$ cat config.mk
export PLATFORM = sky130hd
export DESIGN_NAME = imem_boot_loader
export DESIGN_NICKNAME = d
export VERILOG_FILES = /design/src/rtl/imem_boot_loader.sv
export SDC_FILE = /design/constraint.sdc
export NUM_CORES = 1
export LEC_CHECK = 0
export CELL_PAD_IN_SITES_DETAIL_PLACEMENT = 0
export CELL_PAD_IN_SITES_GLOBAL_PLACEMENT = 1
export CORE_ASPECT_RATIO = 0.9
export CORE_UTILIZATION = 43
export DETAILED_ROUTE_END_ITERATION = 12
export PLACE_DENSITY_LB_ADDON = 0.05
export SYNTH_ARGS = -nofsm -noshare
export SYNTH_HDL_FRONTEND = slang
export SYNTH_SLANG_ARGS = --single-unit
$ cat constraint.sdc
create_clock -name clk -period 2.55 [get_ports clk]
set_input_delay 0.51 -clock clk [delete_from_list [all_inputs] [get_ports clk]]
set_output_delay 0.51 -clock clk [all_outputs]
set_load 0.05 [all_outputs]
$ cat src/rtl/imem_boot_loader.sv
// imem_boot_loader: loads a checksummed byte-stream image into imem and releases cpu_reset once the image checks good
module imem_boot_loader #(
  parameter int ADDR_WIDTH = 8
) (
  input  logic                  clk,
  input  logic                  reset,
  input  logic [7:0]            in_data,
  input  logic                  in_valid,
  output logic                  in_ready,
  input  logic                  restart,
  output logic                  imem_we,
  output logic [ADDR_WIDTH-1:0] imem_addr,
  output logic [31:0]           imem_wdata,
  output logic                  cpu_reset,
  output logic                  done,
  output logic                  error
);
  localparam logic [2:0] LEN0 = 3'd0, LEN1 = 3'd1, DATA = 3'd2, CSUM = 3'd3, DONE = 3'd4, ERROR = 3'd5;
  localparam logic [16:0] CAP = 17'(1) << ADDR_WIDTH;
  localparam logic [ADDR_WIDTH:0] ONE = 1;
  logic [2:0]            state;
  logic [15:0]           len;
  logic [15:0]           len_n;
  logic [7:0]            csum;
  logic [1:0]            byte_idx;
  logic [23:0]           part;
  logic [ADDR_WIDTH:0]   word_idx;
  logic                  hs;
  logic                  last_word;
  logic                  oversize;
  logic                  csum_ok;
  always_comb begin
    in_ready  = state <= CSUM;
    hs        = in_valid && in_ready;
    len_n     = {in_data, len[7:0]};
    oversize  = {1'b0, len_n} > CAP;
    last_word = 17'(word_idx) + 17'd1 == {1'b0, len};
    csum_ok   = in_data == csum;
  end
  // Word index is one bit wider than the address so a full-capacity image never wraps.
  always_ff @(posedge clk or negedge reset)
    if (!reset) begin
      state      <= LEN0;
      len        <= '0;
      csum       <= '0;
      byte_idx   <= '0;
      part       <= '0;
      word_idx   <= '0;
      imem_we    <= 1'b0;
      imem_addr  <= '0;
      imem_wdata <= '0;
      cpu_reset  <= 1'b1;
      done       <= 1'b0;
      error      <= 1'b0;
    end else begin
      imem_we <= 1'b0;
      if (hs)
        case (state)
          LEN0: begin
            len[7:0] <= in_data;
            state    <= LEN1;
          end
          LEN1: begin
            len[15:8] <= in_data;
            word_idx  <= '0;
            error     <= oversize;
            state     <= oversize ? ERROR : len_n == 16'd0 ? CSUM : DATA;
          end
          DATA: begin
            csum     <= csum ^ in_data;
            byte_idx <= byte_idx + 2'd1;
            part     <= {in_data, part[23:8]};
            if (byte_idx == 2'd3) begin
              imem_we    <= 1'b1;
              imem_addr  <= word_idx[ADDR_WIDTH-1:0];
              imem_wdata <= {in_data, part};
              word_idx   <= word_idx + ONE;
              if (last_word) state <= CSUM;
            end
          end
          CSUM: begin
            state     <= csum_ok ? DONE : ERROR;
            done      <= csum_ok;
            error     <= !csum_ok;
            cpu_reset <= !csum_ok;
          end
          default: ;
        endcase
      if (restart && (state == DONE || state == ERROR)) begin
        state     <= LEN0;
        len       <= '0;
        csum      <= '0;
        byte_idx  <= '0;
        part      <= '0;
        word_idx  <= '0;
        cpu_reset <= 1'b1;
        done      <= 1'b0;
        error     <= 1'b0;
      end
    end
endmodule

==> run_results.csv <==
group,metric,value,unit
floorplan,num_rows,35,
yosys,synth_ff_type,"dfrtp_1",
sta,final.setup.tns,0,ps
yosys,yosys.area.top_type,"dfrtp_1",
clock_tree,worstSkewPairLatency,340,ps
clock_tree,cts_tree,"built",
run_status,failed_checks,"DRC",
clock_tree,cts_sinks,106,
setup_path,end_kind,"output port",
floorplan,initial_core_util,44.5,%
placement,gp_congestion,0.805,
routing,drc,12,
placement,port_buffers,56,
pwr,totalPowerFinal,4.15,mW
finish,nets,544,
sta,tightest_slew,530,ps
yosys,ys_types,46,
clock_tree,clkSlewWorstSetupHoldPaths,70,ps
global_route,grt_usage,20.2,%
pwr,p_per_area,732,nW/um^2
run_status,run_status,"finished, violations left",
routing,viasPerCell,5.06,
pwr,p_leak,2.66,nW
routing,ant_nets,0,
global_route,antenna_found_initial,0,
finish,area_growth,23.1,%
sta,fin_crit_sh,89.0,%
routing,drt_iter0_markers,148,
sta,skew,8.83,ps
yosys,yosysWarningCount,0,
routing,wirelength,10400,um
finish,final_cells,664,
flow_run,maxCapViolations,0,
setup_path,timing.reg2reg.setup_slack,350,ps
sta,drv_slew,0,
setup_path,critical_path_arrival,1760,ps
finish,n_fill_cell,974,
setup_path,path_max_fanout,7,
yosys,synth-seq-cells,106,
yosys,synth_fp_nets,482,
sta,setup_ws,282,ps
global_route,grt_pass1_vias,3275,
floorplan,die_x,111,um
floorplan,pin_count,57,
global_route,grt_pass1_wl,17400,um
sta,finalCriticalPeriod,2270,ps
floorplan,die_h,100,um
yosys,synth_commonest_cells,"nand2_1, dfrtp_1, o21ai_0",
clock_tree,cts_buffer_depth,2,
yosys,yosysTopAreaCellShare,57.1,%
sta,rsz0062_at_grt,"false",
routing,post_drt_wl_per_cell,15.6,um
global_route,grt_max_degree,39,
floorplan,dieArea,11100,sq um
finish,drive_above_1_share,9.53,%
setup_path,crit_type,"reg -> out",
sta,max_freq,0.441,GHz
setup_path,r2r-start,"word_idx[0]$_DFFE_PN0P_",
floorplan,core,10300,sq um
yosys,synth_edf_count,0,
clock_tree,cts_inserted_buffers,9,
yosys,synth_area,4600,sq um
placement,pre_cts_ws,228,ps
finish,diodes,0,
placement,dp_hpwl,7330,um
routing,drtPass1Iterations,8,
setup_path,critical_path_required,2040,ps
clock_tree,cts_hold_buf,0,
sta,max_slew_margin,64.6,%
yosys,async_reset_ff_share,100,%
clock_tree,clock-root-buffer,"clkbuf_16",
placement,dp_cells,648,
yosys,ys_top_cells_by_area,"dfrtp_1, nand2_1, xnor2_1",
sta,setup_violations,0,
global_route,grt_overflow_total,0,
worst_hold_path,hp-class,"in -> async",
yosys,syn_inst,468,
sta,finalHoldViolations,0,
clock_tree,htreeDepth,3,
yosys,syn_area_per_cell,9.83,sq um
setup_path,r2r-end,"state[0]$_DFFE_PN0P_",
pwr,vdd_drop_max,0.000372,V
setup_path,start_kind,"register",
setup_path,worstRegToRegCells,7,
routing,via_count,3358,
yosys,yosysMostFrequentCell,"nand2_1",
clock_tree,post_cts_buffers,0,
clock_tree,cts_resized,0,
yosys,synth-seq-area-share,57.7,%
==> worst max-delay path by stage <==
stage / from / endpoint / slack [ps] / cells past startpoint
floorplan: word_idx[0]$_DFFE_PN0P_ / state[0]$_DFFE_PN0P_ / 640 / 7
global placement: in_data[3] / state[0]$_DFFE_PN0P_ / 260 / 6
detailed placement: in_data[6] / state[0]$_DFFE_PN0P_ / 230 / 6
CTS: state[2]$_DFFE_PN0P_ / in_ready / 270 / 2
global route: state[2]$_DFFE_PN0P_ / in_ready / 200 / 2
finish: state[2]$_DFFE_PN0P_ / in_ready / 280 / 2
==> per-layer routing <==
layer	wire length, um	global-route usage, %
met2	4500	30.3
met5	0	0
met3	328	4.65
met1	5500	30.1
met4	48	3.74
==> cells by family (layout without fill, tap and decap cells) <==
kind of cell	Yosys count	in the layout	synth area share, %
buf+inv	26	93	2.42
flops	106	106	57.7
compound gates	78	78	10.3
simple gates	209	209	19.3
fa+ha+maj	2	2	0.544
mux	15	15	3.67
xor+xnor	32	32	6.09
==> final cells by class <==
class	count	area [sq um]	share of cell area, %
inverters	7	26.3	0.464
well taps	129	161	2.85
flip-flops and latches	106	2650	46.8
multi-input cells	336	1840	32.5
clock buffers	10	239	4.22
clock inverters	6	71.3	1.26
repair buffers	70	676	11.9
==> power by group <==
group | total (mW) | leakage (nW) | internal [mW] | switching [mW]
clock | 1.43 | 0.146 | 0.798 | 0.637
combinational | 0.754 | 1.07 | 0.274 | 0.480
sequential | 1.96 | 1.45 | 1.82 | 0.141
total | 4.15 | 2.66 | 2.89 | 1.26
==> flip-flops by register name (all words and copies together), names as in the netlist, 2 cells and up <==
signal,count
imem_wdata,32
part,24
len,16
word_idx,9
csum,8
imem_addr,8
state,3
byte_idx,2
==> critical path, cell delays in order (launching register included) <==
cell and delay [ps]:
dfrtp_1 440, inv_1 150, clkdlybuf4s50_1 830
==> through the flow <==
stage | utilization (%) | cell area, sq um | hold slack (ps)
after global placement | 51.8 | 5360 | 459
after global routing | 54.8 | 5670 | 137
final | 54.8 | 5670 | 109
after detailed placement | 51.8 | 5360 | 462
after CTS | 54.8 | 5670 | 118
after floorplan | - | 4600 | 214
==> cell usage in the layout, fill, tap and decap left out, types with 9 or more instances in the layout <==
master / count
clkbuf_16: 9
clkdlybuf4s50_1: 55
nand2_1: 161
buf_4: 14
xor2_1: 12
a21oi_1: 22
nor2_1: 15
dfrtp_1: 105
xnor2_1: 20
a22o_1: 9
o21ai_0: 30
mux2_2: 9
No activity file was read; power rests on OpenSTA's default activity.
